### config.mk
export PLATFORM = sky130hd
export DESIGN_NAME = mem_dma
export DESIGN_NICKNAME = d
export VERILOG_FILES = /design/src/rtl/mem_dma_pkg.sv /design/src/rtl/mem_dma.sv
export SDC_FILE = /design/constraint.sdc
export NUM_CORES = 1
export LEC_CHECK = 0
export ABC_AREA = 1
export ABC_CLOCK_PERIOD_IN_PS = 2800
export BUFFER_PORTS_ARGS = -buffer_cell sky130_fd_sc_hd__buf_2
export CORE_UTILIZATION = 45
export DETAILED_ROUTE_END_ITERATION = 8
export PLACE_DENSITY = 0.74
export RECOVER_POWER = 25
export SYNTH_ARGS = -nofsm -noshare
export SYNTH_HDL_FRONTEND = slang
export SYNTH_SLANG_ARGS = --single-unit
### constraint.sdc
create_clock -name clk -period 2.8 [get_ports clk]
set_clock_uncertainty 0.15 [all_clocks]
set_input_delay 0.14 -clock clk [delete_from_list [all_inputs] [get_ports clk]]
set_output_delay 0.14 -clock clk [all_outputs]
set_load 0.005 [all_outputs]
### src/rtl/mem_dma_pkg.sv
// Shared definitions for the memory DMA engine.
// This package holds the FSM state encodings and the transfer mode constants.
package mem_dma_pkg;

    typedef logic [1:0] state_t;

    localparam state_t ST_IDLE   = 2'd0;
    localparam state_t ST_READ   = 2'd1;
    localparam state_t ST_WRITE  = 2'd2;
    localparam state_t ST_FINISH = 2'd3;

    localparam logic MODE_COPY = 1'b0;
    localparam logic MODE_FILL = 1'b1;

endpackage

### src/rtl/mem_dma.sv
// Single-channel memory DMA: copies src->dst or fills dst with a constant,
// one entry per READ/WRITE pair, against a memory with same-cycle read data.
module mem_dma
    import mem_dma_pkg::*;
#(
    parameter int unsigned W = 8,
    parameter int unsigned A = 8
) (
    input  logic         clk,
    input  logic         reset,
    input  logic         start,
    input  logic         mode,
    input  logic [A-1:0] src_addr,
    input  logic [A-1:0] dst_addr,
    input  logic [A-1:0] len,
    input  logic [W-1:0] fill_value,
    output logic         busy,
    output logic         done,
    output logic [A-1:0] mem_addr,
    output logic         mem_read_en,
    output logic         mem_write_en,
    output logic [W-1:0] mem_wdata,
    input  logic [W-1:0] mem_rdata
);

    state_t       state, state_n;
    logic [A-1:0] src_ptr, src_n;
    logic [A-1:0] dst_ptr, dst_n;
    logic [A-1:0] remaining, rem_n;
    logic         mode_q, mode_n;
    logic [W-1:0] fill_q, fill_n;
    logic [W-1:0] data_buf, buf_n;

    logic         busy_n, done_n, rd_n, wr_n;
    logic [A-1:0] addr_n;
    logic [W-1:0] wdata_n;

    // Next-state and datapath updates
    always_comb begin
        state_n = state;
        src_n   = src_ptr;
        dst_n   = dst_ptr;
        rem_n   = remaining;
        mode_n  = mode_q;
        fill_n  = fill_q;
        buf_n   = data_buf;
        case (state)
            ST_IDLE: begin
                if (start) begin
                    src_n  = src_addr;
                    dst_n  = dst_addr;
                    rem_n  = len;
                    mode_n = mode;
                    fill_n = fill_value;
                    if (len == A'(0))
                        state_n = ST_FINISH;
                    else if (mode == MODE_FILL)
                        state_n = ST_WRITE;
                    else
                        state_n = ST_READ;
                end
            end
            ST_READ: begin
                buf_n   = mem_rdata;
                state_n = ST_WRITE;
            end
            ST_WRITE: begin
                src_n = src_ptr + A'(1);
                dst_n = dst_ptr + A'(1);
                rem_n = remaining - A'(1);
                if (remaining == A'(1))
                    state_n = ST_FINISH;
                else if (mode_q == MODE_FILL)
                    state_n = ST_WRITE;
                else
                    state_n = ST_READ;
            end
            ST_FINISH: state_n = ST_IDLE;
            default:   state_n = ST_IDLE;
        endcase
    end

    // Outputs are decoded from the upcoming state so the registered copies
    // line up with the state they describe.
    always_comb begin
        busy_n  = 1'b0;
        done_n  = 1'b0;
        rd_n    = 1'b0;
        wr_n    = 1'b0;
        addr_n  = '0;
        wdata_n = '0;
        case (state_n)
            ST_READ: begin
                busy_n = 1'b1;
                rd_n   = 1'b1;
                addr_n = src_n;
            end
            ST_WRITE: begin
                busy_n  = 1'b1;
                wr_n    = 1'b1;
                addr_n  = dst_n;
                wdata_n = (mode_n == MODE_FILL) ? fill_n : buf_n;
            end
            ST_FINISH: begin
                busy_n = 1'b1;
                done_n = 1'b1;
            end
            default: ;
        endcase
    end

    always_ff @(posedge clk or posedge reset) begin
        if (reset) begin
            state        <= ST_IDLE;
            src_ptr      <= '0;
            dst_ptr      <= '0;
            remaining    <= '0;
            mode_q       <= MODE_COPY;
            fill_q       <= '0;
            data_buf     <= '0;
            busy         <= 1'b0;
            done         <= 1'b0;
            mem_read_en  <= 1'b0;
            mem_write_en <= 1'b0;
            mem_addr     <= '0;
            mem_wdata    <= '0;
        end else begin
            state        <= state_n;
            src_ptr      <= src_n;
            dst_ptr      <= dst_n;
            remaining    <= rem_n;
            mode_q       <= mode_n;
            fill_q       <= fill_n;
            data_buf     <= buf_n;
            busy         <= busy_n;
            done         <= done_n;
            mem_read_en  <= rd_n;
            mem_write_en <= wr_n;
            mem_addr     <= addr_n;
            mem_wdata    <= wdata_n;
        end
    end

endmodule

== Yosys cells after proc, flatten, opt, wreduce, memory -nomap -nowiden ==
Index checks and enable logic that the tools add are counted.
Operators by class
  $add $sub $neg: 3
  muxes and demuxes: 24
  equal/unequal tests: 8
  reduce and logical (&&, ||, !) cells: 5
Operators with widths (count)
  8-bit 2-to-1 mux: 8
  8-bit case mux with 2 select lines: 4
  8-bit by 1-bit adder with 8-bit output (second input constant): 2
  2-bit 2-to-1 mux: 5
  2-bit equality test (second input constant): 4
  8-bit by 1-bit equality test with 1-bit output (second input constant): 1
  8-bit logical NOT: 1
  2-bit case mux with 4 select lines: 1
  8-bit by 1-bit subtractor with 8-bit output (second input constant): 1
  1-bit 2-to-1 mux: 6
  2-bit by 1-bit equality test with 1-bit output (second input constant): 2
  3-bit OR reduction: 1
  2-bit logical NOT: 1
  2-bit != test (second input constant): 1
  2-bit AND reduction: 1
  2-bit nonzero test: 1
Word-level totals
  bits in registers: 63
  output and inout bits: 20
  logic and storage cells: 53
  bits of input ports: 44

== Longest topological paths before layout ==
Gate-level depths: netlist of run 1.
  depth in word-level cells: 7
  depth in mapped cells: 12
  mapped depth without buffers: 11

== Worst setup path after synthesis of run 1 ==
No wires, ideal clock.
  kind: register to register
  start point: register state[0]
  end point: register mem_addr[0]
  data arrival time: 1.774 ns
  required time: 2.518 ns
  period minus slack after synthesis: 2.057 ns
  stages on the path, launching flop included: 13
  slack: 0.743 ns
  path buffers: 3
  setup time: 0.132 ns
  path through: dfrtp_1 inv_2 nand2_4 nor2_4 buf_6 buf_6 nand2_1 nand2_1 inv_1 ha_1 buf_2 nand2_1 a21oi_1
Between the ends
  cells in the longest elaborated chain, start to end: 4
  elaborated cells between the ends (all ways): 11
  those cells by class: eq/ne: 5; mux: 5; reduce/logical: 1
RTL lines
  start, declared: RTL line mem_dma.sv:26  | state_t state, state_n;
  start signal, assigned: RTL line mem_dma.sv:128  | state <= state_n;
  2-bit equality test (tied with other cells): RTL line mem_dma.sv:47  | case (state)
  2-bit case mux with 4 select lines (*): RTL line mem_dma.sv:47
  via state_n[0]: RTL line mem_dma.sv:26
  2-bit equality test / 2-bit by 1-bit equality test with 1-bit output (equally long branches): RTL line mem_dma.sv:92  | case (state_n)
  8-bit case mux with 2 select lines (*): RTL line mem_dma.sv:92
  via addr_n[0]: RTL line mem_dma.sv:35  | logic [A-1:0] addr_n;
  end signal, assigned: RTL line mem_dma.sv:139  | mem_addr <= addr_n;
  end, declared: RTL line mem_dma.sv:19  | output logic [A-1:0] mem_addr,
Mark *: on every way through the listed nets, which the timed path passes. The rest lies on a longest branch.
A chain may end at the register's enable or synchronous reset.

== Final worst setup path of run 1 ==
  start point: register state[0]
  end point: register mem_addr[4]
Same word-level chain as after synthesis.

==> impl_metrics.py, run 1 <==
metrics = {
    "pwr": {
        "powerDensity_nw_per_um2": 1040,
        "switchingPower_mw": 1.80,
        "power.share.clock": 0.188,
        "ir_drop_v": 0.000563,
        "power_switching_share": 0.425,
        "p_seq_frac": 0.371,
        "power.internal_mw": 2.43,
        "finalPower_mw": 4.23,
        "total_leakage_power_nw": 2.05,
        "pwr-share-comb": 0.441,
    },
    "logic_synthesis": {
        "synth.avg_cell_area_sq_um": 8.20,
        "netlist_top_cells_area": "dfrtp_1, nand2_1, nand3_1, o21ai_0, inv_1",
        "synth.most_common_cell": "nand2_1",
        "synth_adder_area_share": 0.0319,
        "yosysTopAreaCell": "dfrtp_1",
        "synth.area.mux_share": 0,
        "synth_top_cells_by_count": "nand2_1, dfrtp_1, nand3_1",
        "synth_top_flop_cell": "dfrtp_1",
        "async_flop_share": 1.00,
        "synth_edf_count": 0,
        "synth_compound_area_frac": 0.129,
        "synth_top_area_share": 0.503,
        "synth.distinct_cells": 31,
        "synth_seq_cells": 63,
        "synthSimpleGateAreaFrac": 0.265,
        "synth_top_family_by_area": "simple AND/OR/NAND/NOR gates",
        "syn_area_sq_um": 3130,
        "netlist_instances": 382,
        "ys_warn_count": 0,
        "synth_fp_nets": 434,
        "synth_xor_area_frac": 0.00279,
        "yosysSeqAreaShare": 0.503,
    },
    "min_path": {
        "hp-start": "dst_addr[7]",
        "whs_path_depth": 5,
        "hold_path_class": "in2reg",
    },
    "finish": {
        "area_growth_pct": 29.7,
        "finalNetCount": 538,
        "drive_gt1_frac": 0.196,
        "instances_no_fill": 570,
        "final_area_sq_um": 4060,
        "fin_util": 0.601,
        "diodes": 0,
    },
    "clocking": {
        "clk_latency_ps": 350,
        "cts_resized": 0,
        "clk_path_buf_depth": 2,
        "htreeDepth": 3,
        "cts.clk_slew.worst_paths_ps": 70,
        "cts_root_buf": "clkbuf_8",
        "cts_tree": "done",
        "cts_buffers": 9,
        "cts_sinks": 63,
    },
    "flow_run": {
        "drv_cap": 0,
    },
    "floorplan": {
        "ios": 64,
        "core_sq_um": 6760,
        "dieArea_sq_um": 7300,
        "start_util": 0.464,
        "row_count": 30,
        "die_x_um": 85.5,
        "die_y_um": 85.5,
    },
    "detailed_routing": {
        "drcViolationCount": 0,
        "wl_per_cell_um": 14.5,
        "vias": 2980,
        "drt-total-wl_mm": 8.28,
        "first_pass_iters": 5,
        "drtIter0Drc": 178,
        "vias_per_cell": 5.23,
        "antenna_left": 0,
    },
    "setup_path": {
        "crit_required_ps": 2910,
        "endpoint_kind": "register",
        "worstPathArrival_ps": 2480,
        "crit_path_start_kind": "register",
        "crit_path_start": "state[0]",
        "critPathMaxFanout": 15,
        "worst-r2r-cell-count": 10,
        "r2r_start": "state[0]",
        "path_class": "reg2reg",
    },
    "global_route": {
        "grt_pass1_wl_mm": 13.7,
        "grt_max_degree": 26,
        "antenna_found_initial": 0,
        "grt_pass1_vias": 2902,
        "grt.total_usage": 0.250,
        "grt_remaining_overflow": 0,
    },
    "sta": {
        "fmax_ghz": 0.423,
        "whs_ps": 46.6,
        "slew_viol_final": 0,
        "hold_viol_final": 0,
        "post-route-min-period_ps": 2360,
        "period_share": 0.844,
        "worstMarginPinSlew_ps": 910,
        "setup-violations-final": 0,
        "slew_headroom": 0.393,
        "setup_tns_ps": 0,
        "fin_ws_ps": 437,
        "rsz0062_at_grt": "no",
    },
    "placed_design": {
        "io_buffers": 63,
        "placed_area_sq_um": 3520,
        "dp_hpwl_mm": 5.64,
        "place_inst": 520,
        "gp_congestion": 0.915,
        "dp_slack_ps": 487,
    },
    "run_status": {
        "status": "completed",
    },
}
==> power by group through the flow <==
stage	Clock, mW	Combinational (mW)	Sequential, mW
5_1_grt	0.856	2.11	1.62
6_report	0.797	1.87	1.57
2_1_floorplan	0	1.32	1.52
3_3_place_gp	0	1.76	1.57
4_1_cts	0.815	1.87	1.56
3_5_place_dp	0	1.82	1.58
==> what timing repair did <==
action                                 4_1_cts  5_1_grt
endpoints found under the hold margin       65        0
hold buffers                                35        0
buffers inserted                             0        0
==> flip-flops by register name, indices dropped and copies added, names as in the netlist, 2 cells and up <==
register / flops
data_buf: 8
fill_q: 8
dst_ptr: 8
state: 2
src_ptr: 8
mem_addr: 8
mem_wdata: 8
remaining: 8
==> routing by layer <==
layer / up-vias / routed length, um / track usage
li1: 1454 / - / -
met1: 1366 / 3430 / 0.308
met2: 134 / 3970 / 0.401
met3: 26 / 566 / 0.0584
met4: 0 / 309 / 0.145
met5: - / 0 / 0
==> path summary, 6_finish.rpt <==
check / endpoint / slack (ps)
max: mem_addr[4] / 440
min: dst_ptr[7] / 50
max reg2reg: mem_addr[4] / 440
min reg2reg: data_buf[7] / 310
max in group asynchronous: mem_addr[4] / 1240
min in group asynchronous: data_buf[2] / 390
==> worst max-delay path, cell delays in order, from the launching register on <==
cell and delay [ps]:
dfrtp_1 660, inv_2 180, nand2_4 210, inv_2 50, o21ai_0 80, nand2_1 150
inv_1 120, ha_1 240, buf_4 190, nand2_1 70, a21oi_1 160
==> cell families after synthesis <==
family | Yosys count
and+or+nand+nor | 196
buffers and inverters | 47
AOI/OAI and AO/OA | 67
adders and majority gates | 8
DFF | 63
xor gates and xnor gates | 1
==> layout make-up <==
cell class                      instances  area (sq um)
Clock buffer                           12           155
Sequential cell                        63          1580
Clock inverter                          3          42.5
Multi-Input combinational cell        272          1340
Tap cell                               80           100
Fill cell                             593          2690
Inverter                               34           128
Timing Repair Buffer                  106           719
==> layout by cell type (no fill, tap or decap), drive strengths merged, types with 8 or more instances in the layout <==
master       instances
inv                 34
nand3               35
a31oi                8
o211ai               9
ha                   8
o21ai               31
nand2              126
buf                 66
nor2                26
clkbuf              17
dlygate4sd3         35
dfrtp               63
a21oi               15
Power figures use the tool's default switching activity.
==> inputs of run 2 (changes only) <==
--- a/config.mk
+++ b/config.mk
@@ -5,12 +5,12 @@
 export SDC_FILE = /design/constraint.sdc
 export NUM_CORES = 1
 export LEC_CHECK = 0
-export ABC_AREA = 1
-export ABC_CLOCK_PERIOD_IN_PS = 2800
+export ABC_AREA = 0
+export ABC_CLOCK_PERIOD_IN_PS = 2100
 export BUFFER_PORTS_ARGS = -buffer_cell sky130_fd_sc_hd__buf_2
 export CORE_UTILIZATION = 45
 export DETAILED_ROUTE_END_ITERATION = 8
-export PLACE_DENSITY = 0.74
+export PLACE_DENSITY = 0.76
 export RECOVER_POWER = 25
 export SYNTH_ARGS = -nofsm -noshare
 export SYNTH_HDL_FRONTEND = slang
==> constraint.sdc (replaced) <==
create_clock -name clk -period 2.1 [get_ports clk]
set_clock_uncertainty 0.15 [all_clocks]
set_input_delay 0.105 -clock clk [delete_from_list [all_inputs] [get_ports clk]]
set_output_delay 0.105 -clock clk [all_outputs]
set_load 0.005 [all_outputs]
==> run 2 against run 1 <==
Net effect: the run now ends with setup timing left; non-clock buffer count grew 21; critical path depth down 2; worst hold slack worse by 2.9 ps; first-iteration DRC count up 49%; die area increased by 2.7%; design area rose by 11%; final cell count shrank 5.1%; utilization is 5.5 points higher; sequential cell count is the same; clock power is 77% higher; combinational power rose by 110%; register-to-register slack lost 580 ps; largest cell class is now multi-input gates; largest power group unchanged.
==> impl_metrics.py, run 2 <==
metrics = {
    "run_status": {
        "status": "finished with violations",
        "failed_checks": "setup timing",
    },
    "clocking": {
        "clk_latency_ps": 340,
        "cts_sinks": 63,
        "clk_path_buf_depth": 2,
        "cts_buffers": 9,
        "cts.clk_slew.worst_paths_ps": 80,
        "cts_tree": "done",
        "cts_root_buf": "clkbuf_8",
        "htreeDepth": 3,
    },
    "finish": {
        "fillCellCount": 535,
        "final_area_sq_um": 4510,
        "instances_no_fill": 541,
        "finalNetCount": 492,
        "fin_util": 0.657,
        "mostFrequentLayoutCells": "dfrtp_1, buf_2, nor2_1",
        "drive_gt1_frac": 0.371,
        "seqCellArea_sq_um": 1580,
        "diodes": 0,
        "multiInputGateArea_sq_um": 1620,
        "area_growth_pct": 40.1,
        "layout_commonest_cell": "dfrtp_1",
    },
    "detailed_routing": {
        "wl_per_cell_um": 16.4,
        "antenna_left": 0,
        "first_pass_iters": 5,
        "vias": 2976,
        "vias_per_cell": 5.50,
        "drcViolationCount": 0,
        "drt-total-wl_mm": 8.85,
        "drtIter0Drc": 265,
    },
    "setup_path": {
        "crit_path_start_kind": "register",
        "worst-path-buf-inv": 2,
        "r2r_start": "remaining[6]",
        "crit_path_cell_trace": "nor3_2, nand4b_1, a31oi_1, o21ai_2, ha_4, inv_4, buf_6, a32o_1",
        "regToRegEndpoint": "mem_addr[3]",
        "cp_top_family": "compound AO/OA/AOI/OAI gates",
        "endpoint_kind": "register",
        "path_class": "reg2reg",
        "worst-r2r-cell-count": 8,
        "cp_slowest_cell": "dfrtp_1",
        "critPathMaxFanout": 6,
        "ff2ff_setup_slack_ps": -140,
        "slowest_delay_ps": 400,
        "crit_required_ps": 2180,
        "worstPathArrival_ps": 2320,
    },
    "logic_synthesis": {
        "yosysTopAreaCell": "dfrtp_1",
        "synth_top_flop_cell": "dfrtp_1",
        "ys_warn_count": 0,
        "async_flop_share": 1.00,
        "synth.avg_cell_area_sq_um": 10.2,
        "synth_top_area_share": 0.490,
        "netlist_top_cells_area": "dfrtp_1, mux2_2, nor2_1, a21oi_1, ha_1",
        "synth.most_common_cell": "dfrtp_1",
        "synth_seq_cells": 63,
        "synth_fp_nets": 368,
        "synth.distinct_cells": 53,
        "synth_top_cells_by_count": "dfrtp_1, nor2_1, nand2_1",
        "netlist_instances": 316,
        "yosysSeqAreaShare": 0.490,
        "synth_edf_count": 0,
        "syn_area_sq_um": 3220,
    },
    "placed_design": {
        "dp_slack_ps": -204,
        "place_inst": 493,
        "dp_hpwl_mm": 5.93,
        "io_buffers": 63,
        "gp_congestion": 0.887,
        "placed_area_sq_um": 3810,
    },
    "floorplan": {
        "dieArea_sq_um": 7500,
        "die_y_um": 86.6,
        "ios": 64,
        "row_count": 30,
        "die_x_um": 86.6,
        "core_sq_um": 6870,
        "start_util": 0.469,
    },
    "global_route": {
        "antenna_found_initial": 0,
        "grt.total_usage": 0.250,
        "grt_max_degree": 29,
        "grt_pass1_wl_mm": 14.2,
        "grt_pass1_vias": 2972,
        "grt_remaining_overflow": 0,
    },
    "sta": {
        "period_share": 1.07,
        "rsz0062_at_grt": "yes",
        "setup-violations-final": 9,
        "hold_viol_final": 0,
        "worstMarginPinSlew_ps": 1020,
        "fmax_ghz": 0.446,
        "whs_ps": 43.7,
        "slew_headroom": 0.319,
        "post-route-min-period_ps": 2240,
        "setup_tns_ps": -993,
        "slew_viol_final": 0,
        "fin_ws_ps": -144,
    },
    "min_path": {
        "hp-start": "dst_addr[1]",
        "whs_path_depth": 3,
        "hold_path_class": "in2reg",
        "holdPathEnd": "dst_ptr[1]",
    },
    "pwr": {
        "powerDensity_nw_per_um2": 1670,
        "finalPower_mw": 7.55,
        "ir_drop_v": 0.000832,
        "total_leakage_power_nw": 2.09,
    },
    "flow_run": {
        "drv_cap": 0,
    },
}
==> run 2: changes by cell type in the layout (fill, tap and decap cells not counted), moves of 7 or more <==
cell	before	now
a21oi_1	15	22
mux2i_1	0	9
dlygate4sd3_1	35	26
nand3_1	35	7
nor3b_2	0	8
nand2_1	121	22
a31oi_1	8	1
mux2_2	0	16
inv_1	30	5
o21ai_0	28	11
nor2_1	25	41
o22ai_1	0	14
buf_4	8	34
==> run 2: how the worst max path moves through the flow <==
stage | cells past startpoint | slack, ps | end | start
2_1_floorplan | 9 | -0.3 | mem_addr[4] | state[0]
3_3_place_gp | 9 | -70 | mem_addr[5] | remaining[6]
3_5_place_dp | 9 | -200 | mem_addr[6] | remaining[6]
4_1_cts | 9 | -110 | mem_addr[3] | remaining[4]
5_1_grt | 8 | -170 | mem_addr[5] | remaining[6]
6_report | 8 | -140 | mem_addr[3] | remaining[6]
==> run 2: power breakdown <==
part | switching (mW) | leakage (nW) | total, mW | internal, mW
Sequential | 0.372 | 0.766 | 2.15 | 1.78
Combinational | 2.10 | 1.19 | 3.99 | 1.89
Clock | 0.500 | 0.126 | 1.41 | 0.912
Total | 2.97 | 2.09 | 7.55 | 4.58
==> run 2: cell type report <==
cell class                 count  share of cell area
clock buffer                   9              0.0275
clock inverter                 7              0.0319
inverter                      12              0.0122
multi-input combinational    227               0.359
sequential                    63               0.350
tap                           96              0.0266
timing repair buffer         127               0.193
==> run 2: routing by layer <==
metal / part of all wire / track usage / routed length, um / vias up
met3: 0.057 / 0.0486 / 509 / 23
met1: 0.44 / 0.317 / 3900 / 1438
met2: 0.48 / 0.417 / 4230 / 126
met5: 0 / 0 / 0 / -
li1: - / - / - / 1389
met4: 0.024 / 0.109 / 215 / 0
==> run 2: kinds of logic after synthesis <==
logic type / count (synthesis) / synth area share
flip-flops: 63 / 0.490
AO/OA/AOI/OAI: 83 / 0.176
multiplexers: 25 / 0.0839
XOR/XNOR: 1 / 0.00272
AND/OR/NAND/NOR: 110 / 0.173
buffers and inverters: 26 / 0.0443
adder cells (fa/ha/maj): 8 / 0.0311
==> run 2: repair_timing <==
item                       4_1_cts  5_1_grt
setup buffers                    5        2
hold endpoints to repair        51        0
pin swaps                       17       13
hold buffers                    26        0
setup endpoints to repair       16       17
resized for setup               27        7
==> run 2: tightest hold or removal path: stages <==
cell     delay (ps)
buf_2           110
a21oi_1         120
o21ai_0         140
==> inputs of run 3 (changes only) <==
--- a/config.mk
+++ b/config.mk
@@ -8,9 +8,9 @@
 export ABC_AREA = 0
 export ABC_CLOCK_PERIOD_IN_PS = 2100
 export BUFFER_PORTS_ARGS = -buffer_cell sky130_fd_sc_hd__buf_2
-export CORE_UTILIZATION = 45
+export CORE_UTILIZATION = 50
 export DETAILED_ROUTE_END_ITERATION = 8
-export PLACE_DENSITY = 0.76
+export PLACE_DENSITY = 0.82
 export RECOVER_POWER = 25
 export SYNTH_ARGS = -nofsm -noshare
 export SYNTH_HDL_FRONTEND = slang
==> run 3 against run 2 <==
Net effect: the run still ends with setup timing left; sequential cell count unchanged; setup slack improved by 36 ps; total power decreased by 0.60%.
==> impl_metrics.py, run 3 (same netlist as run 2, synthesis figures left out) <==
metrics = {
    "run_status": {
        "status": "finished with violations",
        "failed_checks": "setup timing",
    },
    "finish": {
        "area_growth_pct": 37.1,
        "diodes": 0,
        "drive_gt1_frac": 0.370,
        "instances_no_fill": 513,
        "fillCellCount": 392,
        "multiInputGateArea_sq_um": 1630,
        "fin_util": 0.729,
        "finalNetCount": 485,
        "seqCellArea_sq_um": 1580,
        "final_area_sq_um": 4420,
        "mostFrequentLayoutCells": "dfrtp_1, buf_2, nor2_1",
    },
    "clocking": {
        "cts_tree": "done",
        "cts_root_buf": "clkbuf_8",
        "clk_path_buf_depth": 2,
        "clk_latency_ps": 340,
        "htreeDepth": 3,
        "cts_sinks": 63,
        "cts.clk_slew.worst_paths_ps": 70,
        "cts_buffers": 9,
    },
    "sta": {
        "fin_ws_ps": -108,
        "fmax_ghz": 0.453,
        "setup_tns_ps": -560,
        "hold_viol_final": 0,
        "slew_viol_final": 0,
        "worstMarginPinSlew_ps": 1370,
        "period_share": 1.05,
        "post-route-min-period_ps": 2210,
        "setup-violations-final": 8,
        "slew_headroom": 0.0895,
        "rsz0062_at_grt": "yes",
        "whs_ps": 25.9,
    },
    "floorplan": {
        "ios": 64,
        "start_util": 0.531,
        "die_y_um": 82.3,
        "row_count": 28,
        "die_x_um": 82.3,
        "dieArea_sq_um": 6770,
        "core_sq_um": 6060,
    },
    "placed_design": {
        "io_buffers": 63,
        "place_inst": 465,
        "gp_congestion": 0.991,
        "dp_slack_ps": -149,
        "placed_area_sq_um": 3750,
        "dp_hpwl_mm": 5.60,
    },
    "pwr": {
        "ir_drop_v": 0.000954,
        "power.share.clock": 0.172,
        "pwr-share-comb": 0.538,
        "switchingPower_mw": 3.00,
        "p_seq_frac": 0.290,
        "powerDensity_nw_per_um2": 1700,
        "finalPower_mw": 7.50,
        "total_leakage_power_nw": 2.06,
        "power.internal_mw": 4.50,
        "power_switching_share": 0.400,
    },
    "setup_path": {
        "critPathMaxFanout": 6,
        "ff2ff_setup_slack_ps": -110,
        "r2r_start": "remaining[4]",
        "slowest_delay_ps": 400,
        "crit_path_start_kind": "register",
        "endpoint_kind": "register",
        "path_class": "reg2reg",
        "crit_required_ps": 2170,
        "crit_path_cell_trace": "nor3_2, nand4b_1, a21o_1, a22oi_2, buf_4, ha_4, inv_4, buf_12, a32o_1",
        "cp_top_family": "compound AO/OA/AOI/OAI gates",
        "cp_slowest_cell": "dfrtp_1",
        "worst-path-buf-inv": 3,
        "crit_path_start": "remaining[4]",
        "worstPathArrival_ps": 2280,
    },
    "global_route": {
        "grt_remaining_overflow": 0,
        "grt_max_degree": 64,
        "antenna_found_initial": 0,
        "grt_pass1_vias": 2947,
        "grt.total_usage": 0.283,
        "grt_pass1_wl_mm": 14.0,
    },
    "detailed_routing": {
        "highest_layer": "met4",
        "wl_per_cell_um": 17.8,
        "antenna_left": 0,
        "vias": 2986,
        "drcViolationCount": 0,
        "drt-total-wl_mm": 9.11,
        "vias_per_cell": 5.82,
        "drtIter0Drc": 269,
        "wl_met3_um": 488,
        "first_pass_iters": 4,
        "dr_wl_met2_mm": 4.56,
        "drt-met1-wl_mm": 3.67,
    },
    "flow_run": {
        "drv_cap": 0,
    },
    "min_path": {
        "hp-start": "src_addr[1]",
        "hold_path_class": "in2reg",
    },
}
-- run 3: timing repair --
item / 4_1_cts / 5_1_grt
setup buffers: 2 / 3
pin swaps: 3 / 7
endpoints found under the setup margin: 16 / 16
gates cloned: 0 / 1
hold buffers: 26 / 0
gates resized for setup: 8 / 24
hold endpoints to repair: 88 / 0
-- run 3: path summary, 6_finish.rpt --
path,to,cells past startpoint
setup / recovery,mem_addr[5],9
hold / removal,src_ptr[1],3
setup reg to reg,mem_addr[5],9
hold reg to reg,fill_q[6],1
max in group asynchronous,remaining[7],4
min in group asynchronous,data_buf[7],4
-- run 3: routing by layer --
layer | vias to the layer above | global-route usage
met5 | - | 0
met4 | 0 | 0.154
met3 | 36 | 0.0549
met2 | 133 | 0.469
met1 | 1442 | 0.347
li1 | 1375 | -
-- run 3: tightest hold or removal path: stages --
cell     delay [ps]
buf_2            90
a22oi_1          70
o21ai_1         200
-- run 3: power groups by stage --
stage                     combinational [mW]  clock (mW)  sequential, mW
after floorplan                         2.23           0            2.10
after global placement                  3.20           0            2.12
after detailed placement                3.33           0            2.15
after CTS                               3.52        1.30            2.14
after global routing                    4.38        1.35            2.24
final                                   4.04        1.29            2.18
-- run 3: final cells by class --
class | count | area share
clock buffers | 10 | 0.0312
clock inverters | 6 | 0.0244
inverters | 12 | 0.0113
multi-input cells | 227 | 0.368
flip-flops and latches | 63 | 0.357
well taps | 75 | 0.0212
repair buffers | 120 | 0.187
